### src/rtl/audio_out_interface.sv
// ---------------------------------------------------------------------------
// audio_out_interface
// Avalon-MM slave that buffers CPU-written audio samples in a DEPTH-entry
// first-word-fall-through FIFO and streams them to the output shifter over a
// valid/ready handshake. A level interrupt requests more samples when the FIFO
// level drops to or below a programmable threshold.
//
// Ports
//   clk           system clock
//   rst           asynchronous reset, active-low
//   chipselect    bus select, qualifies every access
//   address[1:0]  register select (0 data, 1 status/ctrl, 2 threshold, 3 depth)
//   read, write   bus strobes
//   writedata     bus write data
//   read_data     registered bus read data (1-cycle latency, holds otherwise)
//   irq           registered low-watermark interrupt, level sensitive
//   source_valid  FIFO not empty
//   source_data   FIFO head sample
//   source_ready  shifter takes the head sample this cycle
// ---------------------------------------------------------------------------
module audio_out_interface #(
    parameter int DATA_SIZE = 28,
    parameter int DEPTH     = 16
) (
    input  logic                 clk,
    input  logic                 rst,
    input  logic                 chipselect,
    input  logic [1:0]           address,
    input  logic                 read,
    input  logic                 write,
    input  logic [31:0]          writedata,
    output logic [31:0]          read_data,
    output logic                 irq,
    output logic                 source_valid,
    output logic [DATA_SIZE-1:0] source_data,
    input  logic                 source_ready
);

    localparam int              AW      = $clog2(DEPTH);
    localparam int              LW      = AW + 1;
    localparam logic [AW-1:0]   PTR_ONE = AW'(1);
    localparam logic [LW-1:0]   LVL_ONE = LW'(1);
    localparam logic [LW-1:0]   LVL_MAX = LW'(DEPTH);
    localparam logic [7:0]      DEPTH_B = 8'(DEPTH);
    localparam logic [31:0]     DEPTH_W = 32'(DEPTH);

    logic [DATA_SIZE-1:0] mem_q [DEPTH];
    logic [AW-1:0]        wr_ptr_q, wr_ptr_d;
    logic [AW-1:0]        rd_ptr_q, rd_ptr_d;
    logic [LW-1:0]        level_q, level_d;
    logic                 overflow_q, overflow_d;
    logic                 underflow_q, underflow_d;
    logic                 irq_en_q, irq_en_d;
    logic [7:0]           threshold_q, threshold_d;
    logic                 irq_q, irq_d;
    logic [31:0]          read_data_q, read_data_d;

    logic        empty_s, full_s;
    logic        push_req_s, push_s, pop_s;
    logic        ctrl_wr_s, thr_wr_s, rd_s;
    logic [31:0] status_s, rd_mux_s;
    logic        unused_ok_s;

    assign empty_s    = (level_q == {LW{1'b0}});
    assign full_s     = (level_q == LVL_MAX);
    assign push_req_s = chipselect && write && (address == 2'd0);
    // Fullness is judged on the current level, so a push on full is dropped
    // even when the shifter pops in the same cycle.
    assign push_s     = push_req_s && !full_s;
    assign pop_s      = !empty_s && source_ready;
    assign ctrl_wr_s  = chipselect && write && (address == 2'd1);
    assign thr_wr_s   = chipselect && write && (address == 2'd2);
    assign rd_s       = chipselect && read;
    assign status_s   = {16'h0000, 8'(level_q), 3'b000, irq_en_q, underflow_q,
                         overflow_q, full_s, empty_s};

    assign source_valid = !empty_s;
    assign source_data  = mem_q[rd_ptr_q];
    assign read_data    = read_data_q;
    assign irq          = irq_q;
    assign unused_ok_s  = ^writedata;

    // Next-state logic for FIFO bookkeeping, sticky flags, control and bus read.
    always_comb begin
        wr_ptr_d    = wr_ptr_q;
        rd_ptr_d    = rd_ptr_q;
        level_d     = level_q;
        overflow_d  = overflow_q;
        underflow_d = underflow_q;
        irq_en_d    = irq_en_q;
        threshold_d = threshold_q;
        rd_mux_s    = 32'h0000_0000;
        read_data_d = read_data_q;

        if (push_s) begin
            wr_ptr_d = wr_ptr_q + PTR_ONE;
        end else begin
            wr_ptr_d = wr_ptr_q;
        end

        if (pop_s) begin
            rd_ptr_d = rd_ptr_q + PTR_ONE;
        end else begin
            rd_ptr_d = rd_ptr_q;
        end

        case ({push_s, pop_s})
            2'b10:   level_d = level_q + LVL_ONE;
            2'b01:   level_d = level_q - LVL_ONE;
            default: level_d = level_q;
        endcase

        // Sticky flags: a set event in the same cycle as a clear wins.
        if (push_req_s && full_s) begin
            overflow_d = 1'b1;
        end else if (ctrl_wr_s && writedata[1]) begin
            overflow_d = 1'b0;
        end else begin
            overflow_d = overflow_q;
        end

        if (source_ready && empty_s) begin
            underflow_d = 1'b1;
        end else if (ctrl_wr_s && writedata[2]) begin
            underflow_d = 1'b0;
        end else begin
            underflow_d = underflow_q;
        end

        if (ctrl_wr_s) begin
            irq_en_d = writedata[0];
        end else begin
            irq_en_d = irq_en_q;
        end

        if (thr_wr_s) begin
            if (writedata[7:0] > DEPTH_B) begin
                threshold_d = DEPTH_B;
            end else begin
                threshold_d = writedata[7:0];
            end
        end else begin
            threshold_d = threshold_q;
        end

        // Status is sampled from current registers, so a same-cycle write to
        // the control register is not yet visible in the returned value.
        case (address)
            2'd0:    rd_mux_s = 32'h0000_0000;
            2'd1:    rd_mux_s = status_s;
            2'd2:    rd_mux_s = {24'h00_0000, threshold_q};
            2'd3:    rd_mux_s = DEPTH_W;
            default: rd_mux_s = 32'h0000_0000;
        endcase

        if (rd_s) begin
            read_data_d = rd_mux_s;
        end else begin
            read_data_d = read_data_q;
        end
    end

    // Interrupt request from the registered level, enable and threshold.
    always_comb begin
        irq_d = 1'b0;
        if (irq_en_q && (8'(level_q) <= threshold_q)) begin
            irq_d = 1'b1;
        end else begin
            irq_d = 1'b0;
        end
    end

    // Control/status state registers with asynchronous active-low reset.
    always_ff @(posedge clk or negedge rst) begin
        if (!rst) begin
            wr_ptr_q    <= {AW{1'b0}};
            rd_ptr_q    <= {AW{1'b0}};
            level_q     <= {LW{1'b0}};
            overflow_q  <= 1'b0;
            underflow_q <= 1'b0;
            irq_en_q    <= 1'b0;
            threshold_q <= 8'(DEPTH / 2);
            irq_q       <= 1'b0;
            read_data_q <= 32'h0000_0000;
        end else begin
            wr_ptr_q    <= wr_ptr_d;
            rd_ptr_q    <= rd_ptr_d;
            level_q     <= level_d;
            overflow_q  <= overflow_d;
            underflow_q <= underflow_d;
            irq_en_q    <= irq_en_d;
            threshold_q <= threshold_d;
            irq_q       <= irq_d;
            read_data_q <= read_data_d;
        end
    end

    // Sample storage; contents are don't-care while the level marks them empty.
    always_ff @(posedge clk) begin
        if (push_s) begin
            mem_q[wr_ptr_q] <= writedata[DATA_SIZE-1:0];
        end
    end

endmodule

### config.mk
export PLATFORM = sky130hd
export DESIGN_NAME = audio_out_interface
export DESIGN_NICKNAME = d
export VERILOG_FILES = /design/src/rtl/audio_out_interface.sv
export SDC_FILE = /design/constraint.sdc
export NUM_CORES = 1
export LEC_CHECK = 0
export CORE_ASPECT_RATIO = 1.2
export CORE_MARGIN = 4
export CORE_UTILIZATION = 33
export CTS_CLUSTER_SIZE = 16
export DETAILED_ROUTE_END_ITERATION = 10
export PLACE_DENSITY_LB_ADDON = 0.1
export REMOVE_ABC_BUFFERS = 1
export SETUP_SLACK_MARGIN = 0.1
export SYNTH_ARGS = -nofsm -noshare
export SYNTH_HDL_FRONTEND = slang
export SYNTH_SLANG_ARGS = --single-unit
### constraint.sdc
create_clock -name clk -period 6.6 [get_ports clk]
set_clock_uncertainty 0.15 [all_clocks]
set_input_delay 0.99 -clock clk [delete_from_list [all_inputs] [get_ports clk]]
set_output_delay 0.99 -clock clk [all_outputs]
set_load 0.05 [all_outputs]
[Yosys cells after proc, flatten, opt, wreduce, memory -nomap -nowiden]
Memories as Yosys holds them, arrays and structs flattened.
Cells that the tools add are included.
Operators by class
  add/subtract/negate cells: 4
  reductions and logical operators: 19
  equality and inequality tests: 6
  muxes and demuxes: 10
  order comparisons: 2
Operators by type and width (count)
  $pmux W32 S4: 1
  $logic_and A1 B1 Y1: 12
  $pmux W5 S2: 1
  $add A4 B1 Y4 const B: 2
  $gt A8 B5 Y1 const B: 1
  $le A5 B8 Y1: 1
  $mux W8: 1
  $mux W1: 7
  $eq A2 B2 Y1 const B: 3
  $reduce_bool A2 Y1: 3
  $add A5 B1 Y5 const B: 1
  $eq A5 B5 Y1 const B: 1
  $logic_not A5 Y1: 1
  $sub A5 B1 Y5 const B: 1
  $eq A2 B1 Y1 const B: 2
  $logic_not A1 Y1: 2
  $logic_not A2 Y1: 1
Storage, ports and cells
  memories kept: 1
  memory bits (writable): 448
  register bits after elaboration: 57
Memory list
  mem_q: depth 16, width 28, rd ports 1, clocked after memory_dff 0, write ports 1, RTL line 47  | logic [DATA_SIZE-1:0] mem_q [DEPTH];

[Longest topological paths before layout]
  word-level depth: 5
  depth in mapped cells: 13
  mapped depth without buffers: 11

[Worst setup path before layout]
No wires, ideal clock.
  path kind: input to register
  from: input address[1]
  to: memory mem_q[7][0] (enable)
  setup slack: 2.267 ns
  data arrival time: 3.729 ns
  stages on the path: 3
  path buffers: 0
  cells stage by stage: nor4_4 > nand2_1 > nor3b_1
On the way
  cells in the longest elaborated chain, start to end: 5
Ends and longest elaborated chain
  start: declaration: RTL line 28  | input logic [1:0] address,
  $logic_not A2 Y1: RTL line 66  | assign push_req_s = chipselect && write && (address == 2'd0);
  $logic_and A1 B1 Y1: RTL line 66
  $logic_and A1 B1 Y1: RTL line 69  | assign push_s = push_req_s && !full_s;
  $mux W1: RTL line 200  | if (push_s) begin
  $mux W1 (not written as such): RTL line 201  | mem_q[wr_ptr_q] <= writedata[DATA_SIZE-1:0];
  end: declaration: RTL line 47
No other way between the ends.

[Final worst setup path]
  from: register rd_ptr_q[1]
  to: output source_data[9]
On the way
  cells in the longest elaborated chain, start to end: 1
Ends and longest elaborated chain
  start: declaration: RTL line 49  | logic [AW-1:0] rd_ptr_q, rd_ptr_d;
  start signal: assignment: RTL line 177  | rd_ptr_q <= {AW{1'b0}};
  start signal: assignment: RTL line 187  | rd_ptr_q <= rd_ptr_d;
  $mem_v2 Z16 W28
  end: declaration: RTL line 35  | output logic [DATA_SIZE-1:0] source_data,
No other way between the ends.

==> results_dict.tcl <==
set metrics [dict create \
    cp.arrival_ns 3.96 \
    synth_top_area_share_pct 69.9 \
    yosys.area_share.xor_xnor_pct 0.592 \
    crit_family "buffers and inverters" \
    rsz0062_at_grt "no" \
    power.switching_mw 3.34 \
    grtUsageMet3_pct 3.01 \
    grt_pass1_wl_um 68600 \
    cp-start-kind "register" \
    synthSimpleGateAreaFrac_pct 2.54 \
    power.share.sequential_pct 38.4 \
    worst_slack_ns 1.50 \
    ios 102 \
    synth_largest_area_cell "edfxtp_1" \
    crit_top_cell "nand2_1" \
    finalWeightedCongestion 0.695 \
    htreeDepth 2 \
    portBuffers 78 \
    grt_max_degree 64 \
    synthTopCellsByArea "edfxtp_1 (70%), mux4_2 (6.6%), dfrtp_1 (4.8%), mux2i_1 (4.4%), mux2_2 (1.8%)" \
    cellPowerDensity_nw_per_um2 430 \
    finalCritPeriodShare_pct 77.3 \
    hold_viol 0 \
    ir_worst_vdd_uv 217 \
    avgSynthCellArea_um2 18.6 \
    synth_top_family_by_area "multiplexers" \
    drt_first_pass_iters 4 \
    crit_chain "nand2_1, buf_4, o21ai_0, a21oi_1, a22oi_1, nand2_1, clkdlybuf4s50_1" \
    final_area_um2 22500 \
    use_met1_pct 19.9 \
    relSlewSlack_pct 9.54 \
    grt_pass1_vias 10248 \
    path_class "register to output pin" \
    antenna_found_initial 2 \
    drv_cap 0 \
    synth_ff_type "edfxtp_1" \
    die_w_um 228 \
    min_path_type "register to register" \
    slew_viol_final 0 \
    tritoncts "built" \
    synthMuxAreaShare_pct 12.8 \
    critPathMaxFanout 26 \
    wire_per_inst_um 24.2 \
    routed_wl_um 46300 \
    rows 96 \
    gr-usage-met2_pct 24.8 \
    place_ws_ns 2.08 \
    area_growth_pct 16.7 \
    cts_resized 0 \
    grt_usage_pct 14.8 \
    fin_crit_ns 5.10 \
    finalNetCount 1194 \
    antenna_left 0 \
    ys_seq_area_share_pct 74.8 \
    core_area_um2 57400 \
    ys_types 48 \
    clock_path_buffers 3 \
    max_slew.worst_pin.slew_ns 1.35 \
    leakage_nw 7.50 \
    report.final.setup_viol 0 \
    clock-sinks 486 \
    combPwrFrac_pct 32.5 \
    end_kind "output pin" \
    synth_edf_count 448 \
    synthArstFlopShare_pct 7.82 \
    cts_setup_buffers 0 \
    run_status "finished clean" \
    synth_warnings 0 \
    numCtsBuffers 52 \
    swShare_pct 34.6 \
    ys_seq_elements 486 \
    drt_iter0_markers 753 \
    clock.fmax_mhz 196 \
    syn-cell-area_um2 19200 \
    synth_fa_ha_area_share_pct 0.845 \
    timing.hold.ws_ns 0.339 \
    p_int_mw 6.32 \
    place_area_um2 20900 \
    synth_compound_area_share_pct 5.98 \
    postCtsHoldBufs 0 \
    grt-busiest-layer "met2" \
    dp_hpwl_um 25000 \
    synth_cells 1037 \
    worst_path_max_delay_cell "dfrtp_2" \
    insertion_delay_ns 0.58 \
    start_util_pct 33.5 \
    cts_root_buffer "clkbuf_16" \
    p_total_mw 9.66 \
    critPathMaxStageDelay_ns 0.90 \
    clk_pin_slew_ns 0.06 \
    dieArea_um2 62300 \
    p_clk_share_pct 29.1 \
    required_ns 5.46 \
    worst-path-buf-inv 2 \
    routed_via_density 5.06 \
    drc 0 \
    gr-total-overflow 0 \
    die_h_um 273 \
    num_vias 9673 \
    layout-drive-gt1-share_pct 17.8 \
]
cells in the final DEF, fill, tap and decap left out, types with 2 or more instances in the layout:
| cell type | synthesis | layout |
|---|---|---|
| a21oi_1 | 35 | 35 |
| a221oi_1 | 29 | 29 |
| a22o_1 | 13 | 13 |
| a22oi_1 | 32 | 32 |
| and2_1 | 12 | 3 |
| and2_2 | 0 | 9 |
| and3_2 | 1 | 5 |
| buf_12 | 0 | 2 |
| buf_4 | 31 | 23 |
| bufinv_16 | 0 | 5 |
| clkbuf_1 | 22 | 13 |
| clkbuf_16 | 0 | 53 |
| clkdlybuf4s50_1 | 0 | 77 |
| clkinv_1 | 0 | 10 |
| clkinv_2 | 0 | 5 |
| conb_1 | 1 | 19 |
| dfrtp_1 | 37 | 34 |
| dfrtp_2 | 0 | 2 |
| edfxtp_1 | 448 | 448 |
| ha_1 | 13 | 13 |
| inv_1 | 10 | 10 |
| mux2_2 | 31 | 31 |
| mux2i_1 | 85 | 85 |
| mux4_2 | 56 | 56 |
| nand2_1 | 42 | 42 |
| nand3_1 | 4 | 4 |
| nand4_1 | 2 | 2 |
| nor2_1 | 5 | 5 |
| nor2b_1 | 6 | 5 |
| nor3b_2 | 0 | 4 |
| o21ai_0 | 59 | 59 |
| o21ai_1 | 5 | 5 |
| o31ai_1 | 2 | 2 |
| xnor2_1 | 6 | 6 |
| xor2_1 | 7 | 7 |
state kept, by name, summed over array words and instances (netlist names):
register / flops
overflow_q: 1
irq_en_q: 1
mem_q: 448
wr_ptr_q: 4
read_data: 13
threshold_q: 8
underflow_q: 1
level_q: 5
rd_ptr_q: 4
irq: 1
path summary, 6_finish.rpt:
kind	slack [ns]	from	end	depth (start not counted)
setup reg to reg	3.02	level_q[1]	mem_q[7][26]	6
hold / removal	0.34	read_data[0]	read_data[0]	2
max in group asynchronous	5.24	rst	rd_ptr_q[0]	1
setup / recovery	1.50	rd_ptr_q[1]	source_data[9]	7
min in group asynchronous	0.39	rst	read_data[7]	1
hold reg to reg	0.34	read_data[0]	read_data[0]	2
area by class of cell:
cell class,instances,area (um2)
Multi-Input combinational cell,487,4490
Fill cell,5253,35000
Inverter,11,41.3
Timing Repair Buffer,103,988
Clock inverter,22,229
Antenna cell,1,2.50
Sequential cell,486,14400
Clock buffer,66,1380
Tap cell,735,920
synthesized netlist by cell type, types with 4 or more instances:
cell and number:
buf_2 10, o21ai_0 59, ha_1 13, xor2_1 7, nor2b_1 6, edfxtp_1 448
a221oi_1 29, a21oi_1 35, a22oi_1 32, inv_1 10, nand2_1 42, mux2i_1 85
buf_1 5, a22o_1 13, clkbuf_1 22, buf_4 31, and3_1 4, nand3_1 4
dfrtp_1 37, o21ai_1 5, and2_1 12, nor3b_1 4, mux2_2 31, nor2_1 5
mux4_2 56, xnor2_1 6
power by group through the flow:
stage	clock, mW	sequential, mW	combinational, mW
finish	2.82	3.71	3.14
global route	3.01	3.74	3.37
CTS	2.90	3.72	3.21
detailed placement	0	3.78	3.20
global placement	0	3.79	3.20
floorplan	0	3.90	2.18
cell families after synthesis:
group / count (synthesis)
adder cells (fa/ha/maj): 13
XOR/XNOR: 13
multiplexers: 172
other: 1
buffers and inverters: 82
AND/OR/NAND/NOR: 91
AO/OA/AOI/OAI: 179
flip-flops: 486
worst register-to-register path, delay by kind of cell (launching register included):
family        cells  cell delay [ns]
simple gates      5             2.14
flops             1             0.57
buf+inv           1             0.40
routing by layer:
layer  wire [um]  vias up
met1       20800     5094
met2       22700      179
met5          13        -
met3        1970       57
met4         790        2
li1            -     4341
through the flow:
| stage | util (%) | setup TNS, ns | cells |
|---|---|---|---|
| 2_1_floorplan | - | -37.49 | 984 |
| 3_3_place_gp | 36.3 | 0 | 1822 |
| 3_5_place_dp | 36.3 | 0 | 1822 |
| 4_1_cts | 39.1 | 0 | 1910 |
| 5_1_grt | 39.1 | 0 | 1910 |
| 6_report | 39.1 | 0 | 1911 |
Power figures use the tool's default switching activity.
